### src/rtl/interp_pkg.sv
// Shared types and default sizes for the span walker and its accumulator.
// Optional q clamp is selected with the SPAN_QCLAMP_EN macro in the top module.
package interp_pkg;

    localparam int WIDTH_DEF = 32;
    localparam int FRAC_DEF  = 16;
    localparam int XW_DEF    = 12;
    localparam int LW_DEF    = 12;

    typedef struct packed {
        logic [XW_DEF-1:0]    x0;
        logic [LW_DEF-1:0]    len;
        logic [WIDTH_DEF-1:0] v0;
        logic [WIDTH_DEF-1:0] q0;
        logic [WIDTH_DEF-1:0] dv;
        logic [WIDTH_DEF-1:0] dq;
    } span_desc_t;

    typedef enum logic {
        IDLE = 1'b0,
        WALK = 1'b1
    } walk_state_t;

endpackage

### src/rtl/interp_step_acc.sv
// v/w and 1/w accumulators: load seeds the start values and gradients,
// step adds the gradients once (two's-complement wrap).
module interp_step_acc #(
    parameter int WIDTH = 32
) (
    input  logic             clk,
    input  logic             rst_n,
    input  logic             load,
    input  logic             step,
    input  logic [WIDTH-1:0] v0,
    input  logic [WIDTH-1:0] q0,
    input  logic [WIDTH-1:0] dv,
    input  logic [WIDTH-1:0] dq,
    output logic [WIDTH-1:0] v,
    output logic [WIDTH-1:0] q
);

    logic [WIDTH-1:0] v_reg;
    logic [WIDTH-1:0] q_reg;
    logic [WIDTH-1:0] dv_reg;
    logic [WIDTH-1:0] dq_reg;

    always_ff @(posedge clk or negedge rst_n) begin
        if (!rst_n) begin
            v_reg  <= '0;
            q_reg  <= '0;
            dv_reg <= '0;
            dq_reg <= '0;
        end else if (load) begin
            v_reg  <= v0;
            q_reg  <= q0;
            dv_reg <= dv;
            dq_reg <= dq;
        end else if (step) begin
            v_reg <= v_reg + dv_reg;
            q_reg <= q_reg + dq_reg;
        end
    end

    assign v = v_reg;
    assign q = q_reg;

endmodule

### src/rtl/interp_span_walker.sv
// Walks one span descriptor into a stream of pixels with incremental v/w, 1/w.
// Define SPAN_QCLAMP_EN to force pix_q to 1 LSB whenever the q accumulator is <= 0.
module interp_span_walker
    import interp_pkg::*;
#(
    parameter int WIDTH = WIDTH_DEF,
    parameter int FRAC  = FRAC_DEF,
    parameter int XW    = XW_DEF,
    parameter int LW    = LW_DEF
) (
    input  logic             clk,
    input  logic             rst_n,
    input  logic             span_valid,
    output logic             span_ready,
    input  logic [XW-1:0]    span_x0,
    input  logic [LW-1:0]    span_len,
    input  logic [WIDTH-1:0] span_v0,
    input  logic [WIDTH-1:0] span_q0,
    input  logic [WIDTH-1:0] span_dv,
    input  logic [WIDTH-1:0] span_dq,
    output logic             pix_valid,
    input  logic             pix_ready,
    output logic [XW-1:0]    pix_x,
    output logic [WIDTH-1:0] pix_v,
    output logic [WIDTH-1:0] pix_q,
    output logic             pix_last,
    output logic             busy
);

    if (FRAC >= WIDTH) begin : g_bad_frac
        $error("FRAC must be smaller than WIDTH");
    end

    walk_state_t      state_reg;
    logic [XW-1:0]    x_reg;
    logic [LW-1:0]    rem_reg;
    logic             valid_reg;
    logic             last_reg;

    logic             span_hs;
    logic             pix_hs;
    logic             span_load;
    logic             acc_step;
    logic [WIDTH-1:0] acc_v;
    logic [WIDTH-1:0] acc_q;

    assign pix_hs     = valid_reg & pix_ready;
    // Ready during the final pixel handshake so spans chain without a bubble.
    assign span_ready = (state_reg == IDLE) | (pix_hs & last_reg);
    assign span_hs    = span_valid & span_ready;
    assign span_load  = span_hs & (span_len != '0);
    assign acc_step   = pix_hs & ~last_reg & ~span_load;

    always_ff @(posedge clk or negedge rst_n) begin
        if (!rst_n) begin
            state_reg <= IDLE;
            x_reg     <= '0;
            rem_reg   <= '0;
            valid_reg <= 1'b0;
            last_reg  <= 1'b0;
        end else if (span_load) begin
            state_reg <= WALK;
            x_reg     <= span_x0;
            rem_reg   <= span_len;
            valid_reg <= 1'b1;
            last_reg  <= (span_len == LW'(1));
        end else if (pix_hs) begin
            if (last_reg) begin
                state_reg <= IDLE;
                rem_reg   <= '0;
                valid_reg <= 1'b0;
                last_reg  <= 1'b0;
            end else begin
                x_reg    <= x_reg + XW'(1);
                rem_reg  <= rem_reg - LW'(1);
                last_reg <= (rem_reg == LW'(2));
            end
        end
    end

    interp_step_acc #(
        .WIDTH (WIDTH)
    ) u_acc (
        .clk   (clk),
        .rst_n (rst_n),
        .load  (span_load),
        .step  (acc_step),
        .v0    (span_v0),
        .q0    (span_q0),
        .dv    (span_dv),
        .dq    (span_dq),
        .v     (acc_v),
        .q     (acc_q)
    );

    assign pix_valid = valid_reg;
    assign pix_x     = x_reg;
    assign pix_v     = acc_v;
    assign pix_last  = last_reg;
    assign busy      = (state_reg == WALK);

`ifdef SPAN_QCLAMP_EN
    // Only clamp while a pixel is presented so the idle/reset value stays 0.
    logic q_nonpos;
    assign q_nonpos = acc_q[WIDTH-1] | (acc_q == '0);
    assign pix_q    = (valid_reg & q_nonpos) ? WIDTH'(1) : acc_q;
`else
    assign pix_q = acc_q;
`endif

endmodule
### config.mk
export PLATFORM = sky130hd
export DESIGN_NAME = interp_span_walker
export DESIGN_NICKNAME = d
export VERILOG_FILES = /design/src/rtl/interp_pkg.sv /design/src/rtl/interp_step_acc.sv /design/src/rtl/interp_span_walker.sv
export SDC_FILE = /design/constraint.sdc
export NUM_CORES = 1
export LEC_CHECK = 0
export BUFFER_PORTS_ARGS = -buffer_cell sky130_fd_sc_hd__buf_2
export CORE_UTILIZATION = 50
export CTS_CLUSTER_DIAMETER = 150
export DETAILED_ROUTE_END_ITERATION = 12
export PLACE_DENSITY = 0.75
export SLEW_MARGIN = 40
export SYNTH_ARGS = -nofsm -noshare
export SYNTH_HDL_FRONTEND = slang
export SYNTH_SLANG_ARGS = --single-unit
### constraint.sdc
create_clock -name clk -period 2.79 [get_ports clk]
set_input_delay 0.279 -clock clk [delete_from_list [all_inputs] [get_ports clk]]
set_output_delay 0.279 -clock clk [all_outputs]
set_load 0.02 [all_outputs]
==> impl_metrics.csv, run 1 <==
group,metric,value,unit
status,status,"finished, final reports clean",
setup_path,crit_arrival,2.96,ns
layout,final_area,12300,µm²
route,drtIter0Drc,690,
synth,async_flop_share,1.00,
synth,synth_edf_count,0,
timing,maxSlewViolCount,0,
synth,synthesis.nets,1446,
placement,dp.cells,1687,
synth,avgSynthCellArea,8.14,µm²
setup_path,cp-start-kind,"register",
synth,yosys_warnings,0,
timing,fmax,0.379,GHz
cts,cts_tree,"done",
setup_path,critPathRequiredTime,3.11,ns
placement,place_area,11500,µm²
layout,final_nets,1669,
layout,drive_gt1_frac,0.226,
pwr,power_frac_seq,0.227,
route,vias,9731,
die,num_rows,51,
route,wire_per_inst,16.4,µm
global_route,globalRouteOverflowTotal,0,
route,viasPerCell,5.63,
route,firstDrtPassIters,7,
cts,cts.path.max_buffers,2,
route,drcViolationCount,0,
pwr,power_density,1560,nW/µm²
die,die_h,143,µm
timing,timing.slew.headroom,0.631,
die,coreArea,19500,µm²
pwr,clock_power_share,0.130,
cts,cts.sinks,154,
synth,synthCells,1223,
global_route,antenna_found_initial,4,
setup_path,cp_max_fo,3,
placement,dp_hpwl,21.0,mm
die,ios,236,
synth,ys_seq_area_frac,0.387,
global_route,grt_max_degree,69,
flow_run,drv_cap,0,
setup_path,crit_chain,"ha_1 -> fa_2 -> a21o_1 -> a221oi_2 -> a211oi_1 -> o21ai_1 -> a31oi_2 -> a221oi_2 -> xor2_1 -> o21ai_1",
die,die-area,20500,µm²
route,routed_wl,28.3,mm
cts,clock_latency,0.44,ns
global_route,grt_pass1_wl,45.0,mm
timing,finalHoldViolations,0,
setup_path,worst_path_largest_cell_delay,0.38,ns
setup_path,criticalPathCategory,"register to register",
layout,fin_cells,1728,
pwr,peakVddDrop,751,µV
global_route,grt.total_usage,0.279,
placement,io_buffers,235,
synth,synthFlopType,"dfrtp_1",
timing,setup_tns,0,ns
timing,period_share,0.945,
cts,cts.htree.levels,4,
setup_path,endpoint_kind,"register",
route,antenna_left,0,
placement,gp_congestion,0.995,
cts,clk_pin_slew,0.07,ns
die,die_x,143,µm
timing,period_minus_slack,2.64,ns
hold_path,min_path_type,"input port to register",
layout,fillers,1719,
synth,synthDistinctLibCells,71,
cts,clock-root-buffer,"clkbuf_16",
synth,syn_area,9960,µm²
pwr,p_sw_frac,0.488,
timing,finalSetupViolCount,0,
global_route,grt_pass1_vias,9167,
pwr,power_frac_comb,0.643,
pwr,power.switching,0.00936,W
pwr,leakage,6.07,nW
cts,numCtsBuffers,17,
pwr,intPower,0.00983,W
synth,yosys_register_bits,154,
timing,hold_ws,0.0270,ns
die,initial_utilization,0.512,
setup_path,crit_path_top_delay_cell,"dfrtp_1",
timing,fin_skew,0.0119,ns
layout,area_growth_syn_to_layout,23.4,%
timing,tightest_slew,0.546,ns
[area by class of cell]
| class | instances | area (µm²) | share of cell area |
|---|---|---|---|
| repair buffers | 269 | 1520 | 0.123 |
| clock inverters | 14 | 181 | 0.0148 |
| inverters | 17 | 63.8 | 0.00520 |
| multi-input cells | 987 | 5890 | 0.479 |
| clock buffers | 18 | 439 | 0.0358 |
| flip-flops and latches | 154 | 3850 | 0.314 |
| diodes | 4 | 10.0 | 0.000815 |
| well taps | 265 | 332 | 0.0270 |
[worst max-delay path, delay by kind of cell, from the launching register on]
family | cells | cell delay, ns
adders and majority gates | 2 | 0.61
xor gates and xnor gates | 1 | 0.17
DFF | 1 | 0.38
AOI/OAI and AO/OA | 7 | 1.37
[cells in the mapped netlist, types with 4 or more instances]
master / instances / share of area
a22oi_1: 8 / 0.0060
mux2i_1: 9 / 0.0090
nand3_1: 22 / 0.011
nor4_1: 7 / 0.0044
a211oi_1: 4 / 0.0030
nand4_1: 16 / 0.010
o211ai_1: 6 / 0.0045
o21a_1: 9 / 0.0068
a21o_1: 27 / 0.020
inv_1: 17 / 0.0064
nor3_1: 20 / 0.010
clkbuf_1: 56 / 0.021
xnor2_1: 32 / 0.028
o21ai_1: 13 / 0.0065
dfrtp_1: 154 / 0.39
a221o_1: 6 / 0.0060
o22ai_1: 26 / 0.016
nand2b_1: 6 / 0.0038
a21oi_1: 106 / 0.053
o21ai_0: 58 / 0.029
nor2b_1: 6 / 0.0038
nor2_1: 67 / 0.025
buf_1: 7 / 0.0026
and3_1: 17 / 0.011
o21bai_1: 13 / 0.0098
ha_1: 65 / 0.082
nand2_1: 336 / 0.13
a221oi_1: 5 / 0.0044
a31oi_1: 16 / 0.010
xor2_1: 31 / 0.027
[cells by family (layout without fill, tap and decap cells)]
| kind of cell | Yosys count | after routing | synth area share |
|---|---|---|---|
| AND/OR/NAND/NOR | 512 | 512 | 0.217 |
| AO/OA/AOI/OAI | 335 | 335 | 0.213 |
| flip-flops | 154 | 154 | 0.387 |
| buffers and inverters | 82 | 318 | 0.0314 |
| adder cells (fa/ha/maj) | 67 | 67 | 0.0857 |
| XOR/XNOR | 63 | 63 | 0.0554 |
| multiplexers | 10 | 10 | 0.0102 |
| other | 0 | 4 | 0 |
[through the flow]
| step | power, W | worst slack [ns] | util |
|---|---|---|---|
| floorplan | 0.0129 | 0.0292 | - |
| global placement | 0.0160 | 0.0505 | 0.593 |
| detailed placement | 0.0162 | -0.0469 | 0.593 |
| CTS | 0.0188 | 0.0474 | 0.626 |
| global route | 0.0208 | -0.00471 | 0.631 |
| finish | 0.0192 | 0.153 | 0.631 |
[power groups by stage]
stage	Sequential (W)	Clock, W	Combinational [W]
after global routing	0.00450	0.00262	0.0137
final	0.00436	0.00249	0.0123
after floorplan	0.00479	0	0.00813
after global placement	0.00434	0	0.0117
after detailed placement	0.00437	0	0.0118
after CTS	0.00435	0.00252	0.0120
[per-layer routing]
| layer | vias to the layer above | global-route usage | wire length [µm] | part of all wire |
|---|---|---|---|---|
| li1 | 4773 | - | - | - |
| met2 | 361 | 0.440 | 13000 | 0.46 |
| met4 | 0 | 0.0996 | 690 | 0.024 |
| met5 | - | 0 | 0 | 0 |
| met1 | 4546 | 0.377 | 12700 | 0.45 |
| met3 | 51 | 0.0604 | 1840 | 0.065 |
[cells in the final DEF (no fill, tap or decap), types with 4 or more instances in the layout]
cell type	Yosys	layout
buf_12	0	6
o21ai_0	58	56
a21oi_1	106	104
nand3_1	22	22
nor3_1	20	19
dfrtp_1	154	154
nand2b_1	6	6
a211oi_1	4	4
o211ai_1	6	6
xnor2_1	32	32
xor2_1	31	31
a21o_1	27	27
a22oi_1	8	8
clkbuf_16	0	17
nor2b_1	6	6
o21a_1	9	8
ha_1	65	65
mux2i_1	9	9
o22ai_1	26	26
nand4_1	16	16
inv_6	0	6
nor4_1	7	7
a31oi_1	16	14
o21ai_1	13	13
and3_1	17	17
buf_2	1	234
diode_2	0	4
nor2_1	67	66
o21bai_1	13	13
a221o_1	6	6
inv_1	17	17
a21oi_2	2	4
buf_4	1	27
nand2_1	336	336
[final timing paths]
kind / cells after the start / start / slack, ns / endpoint
setup / recovery: 10 / u_acc.v[0]$_DFFE_PN0P_ / 0.15 / u_acc.v[20]$_DFFE_PN0P_
hold / removal: 3 / span_dv[13] / 0.03 / u_acc.dv_reg[13]$_DFFE_PN0P_
setup reg to reg: 10 / u_acc.v[0]$_DFFE_PN0P_ / 0.15 / u_acc.v[20]$_DFFE_PN0P_
hold reg to reg: 2 / u_acc.dv_reg[2]$_DFFE_PN0P_ / 0.48 / u_acc.dv_reg[2]$_DFFE_PN0P_
max in group asynchronous: 3 / rst_n / 1.83 / u_acc.q[18]$_DFFE_PN0P_
min in group asynchronous: 2 / rst_n / 0.28 / u_acc.dv_reg[21]$_DFFE_PN0P_
[what timing repair did]
action,CTS,global route
endpoints found under the setup margin,2,17
resized for setup,2,16
hold buffers,1,0
buffers inserted,0,4
hold endpoints to repair,26,0
pin swaps,0,10
Power figures use the tool's default switching activity.
==> run 2, diff against run 1 <==
--- a/config.mk
+++ b/config.mk
@@ -5,11 +5,12 @@
 export SDC_FILE = /design/constraint.sdc
 export NUM_CORES = 1
 export LEC_CHECK = 0
-export BUFFER_PORTS_ARGS = -buffer_cell sky130_fd_sc_hd__buf_2
+export BUFFER_PORTS_ARGS = -buffer_cell sky130_fd_sc_hd__clkbuf_2
 export CORE_UTILIZATION = 50
 export CTS_CLUSTER_DIAMETER = 150
 export DETAILED_ROUTE_END_ITERATION = 12
 export PLACE_DENSITY = 0.75
+export RECOVER_POWER = 50
 export SLEW_MARGIN = 40
 export SYNTH_ARGS = -nofsm -noshare
 export SYNTH_HDL_FRONTEND = slang
==> impl_metrics.csv, run 2 (synthesis gave the netlist of run 1 again) <==
group,metric,value,unit
timing,fin_skew,0.0124,ns
global_route,antenna_found_initial,3,
global_route,grt_pass1_wl,45.8,mm
setup_path,reg2reg_slack,0.08,ns
layout,final_nets,1671,
die,die-area,20500,µm²
route,wire_per_inst,16.4,µm
cts,numCtsBuffers,17,
setup_path,reg2reg_to,"u_acc.v[28]$_DFFE_PN0P_",
timing,maxSlewViolCount,63,
timing,fmax,0.369,GHz
cts,cts.path.max_buffers,2,
flow_run,drv_cap,1,
pwr,leakage,5.92,nW
layout,area_growth_syn_to_layout,22.1,%
pwr,power_density,1560,nW/µm²
route,firstDrtPassIters,7,
setup_path,crit_end,"u_acc.v[28]$_DFFE_PN0P_",
placement,dp_hpwl,21.0,mm
setup_path,r2r-start,"u_acc.v[7]$_DFFE_PN0P_",
pwr,peakVddDrop,790,µV
setup_path,crit_start,"u_acc.v[7]$_DFFE_PN0P_",
setup_path,crit_chain,"ha_1 -> a2111oi_2 -> o2bb2ai_1 -> a21oi_2 -> a21oi_2 -> o21ai_2 -> a41oi_2 -> mux2i_1 -> nand2_1",
hold_path,min_path_type,"input port to register",
setup_path,critPathMostFrequentCell,"a21oi_2",
route,routed_wl,28.3,mm
die,num_rows,51,
route,drcViolationCount,0,
die,ios,236,
setup_path,crit_path_top_delay_cell,"a2111oi_2",
route,vias,9781,
route,viasPerCell,5.66,
timing,finalSetupViolCount,0,
die,coreArea,19500,µm²
setup_path,cp_max_fo,6,
setup_path,worst_r2r_path_depth,9,
die,die_x,143,µm
global_route,globalRouteOverflowTotal,0,
layout,layout_commonest_cell,"nand2_1",
timing,finalHoldViolations,0,
timing,period_minus_slack,2.71,ns
cts,cts.htree.levels,4,
cts,clock_latency,0.43,ns
setup_path,critPathRequiredTime,3.09,ns
global_route,grt.total_usage,0.284,
placement,io_buffers,235,
timing,rsz0062_at_grt,"true",
timing,setup_tns,0,ns
timing,tightest_slew,1.66,ns
global_route,grt_pass1_vias,9310,
setup_path,crit_arrival,3.01,ns
route,antenna_left,0,
layout,multi_input_area,5870,µm²
timing,hold_ws,0.0376,ns
global_route,grt_max_degree,86,
hold_path,min_delay_path_depth,3,
setup_path,cp-start-kind,"register",
route,drtIter0Drc,683,
status,violations,"max-capacitance violations, max-slew violations",
timing,period_share,0.971,
die,initial_utilization,0.512,
timing,timing.slew.headroom,-0.109,
setup_path,endpoint_kind,"register",
die,die_h,143,µm
cts,clk_pin_slew,0.07,ns
layout,final_cell_mix,"nand2_1, clkbuf_2, dfrtp_1, a21oi_1, nor2_1",
layout,register_area,3850,µm²
placement,gp_congestion,0.975,
setup_path,worst_path_largest_cell_delay,0.54,ns
status,status,"complete, but fails checks",
cts,clock-root-buffer,"clkbuf_16",
layout,fillers,1736,
setup_path,criticalPathCategory,"register to register",
cts,cts.sinks,154,
cts,cts_tree,"done",
layout,drive_gt1_frac,0.184,
run 2: report_power, final:
group / internal [W] / total [W] / leakage, nW / switching [W]
registers: 0.00338 / 0.00437 / 1.85 / 0.000989
logic: 0.00487 / 0.0122 / 3.78 / 0.00737
clock network: 0.00140 / 0.00237 / 0.283 / 0.000973
total: 0.00965 / 0.0190 / 5.92 / 0.00933
run 2: metal layers:
layer / wire [µm] / vias up / global-route usage
li1: - / 4791 / -
met5: 0 / - / 0
met2: 13200 / 375 / 0.462
met4: 642 / 0 / 0.0990
met1: 12600 / 4570 / 0.380
met3: 1880 / 45 / 0.0483
run 2: through the flow:
stage	worst slack (ns)	total power, W	util	instances	instance area (µm²)
CTS	0.0122	0.0187	0.624	1722	12200
finish	0.0819	0.0190	0.625	1729	12200
global route	-0.0384	0.0205	0.624	1726	12100
detailed placement	-0.0169	0.0162	0.592	1689	11500
floorplan	0.0292	0.0129	-	1223	9960
global placement	0.0572	0.0160	0.592	1689	11500
run 2: critical path: cells and delay by family, from the launching register on:
family	cells	cell delay, ns
AO/OA/AOI/OAI	6	1.50
flip-flops	1	0.40
adder cells (fa/ha/maj)	1	0.40
multiplexers	1	0.22
AND/OR/NAND/NOR	1	0.06
run 2: cell type report:
| cell class | count | area share |
|---|---|---|
| multi-input combinational | 987 | 0.483 |
| sequential | 154 | 0.317 |
| timing repair buffer | 271 | 0.117 |
| clock buffer | 21 | 0.0387 |
| tap | 265 | 0.0273 |
| clock inverter | 11 | 0.0110 |
| inverter | 17 | 0.00525 |
| antenna | 3 | 0.000618 |
run 2: repair_timing:
| action | in CTS | in global routing |
|---|---|---|
| buffers inserted | 0 | 4 |
| resized for setup | 2 | 12 |
| hold endpoints to repair | 60 | 0 |
| pin swaps | 1 | 9 |
| hold buffers | 1 | 0 |
| setup endpoints to repair | 5 | 14 |
run 2: worst min path at each step:
| stage | from | endpoint |
|---|---|---|
| 6_report | span_dq[14] | u_acc.dq_reg[14]$_DFFE_PN0P_ |
| 5_1_grt | span_dv[17] | u_acc.dv_reg[17]$_DFFE_PN0P_ |
| 4_1_cts | span_dq[15] | u_acc.dq_reg[15]$_DFFE_PN0P_ |
| 3_5_place_dp | rst_n | u_acc.dv_reg[22]$_DFFE_PN0P_ |
| 3_3_place_gp | rst_n | u_acc.dv_reg[25]$_DFFE_PN0P_ |
| 2_1_floorplan | rst_n | pix_last$_DFFE_PN0P_ |
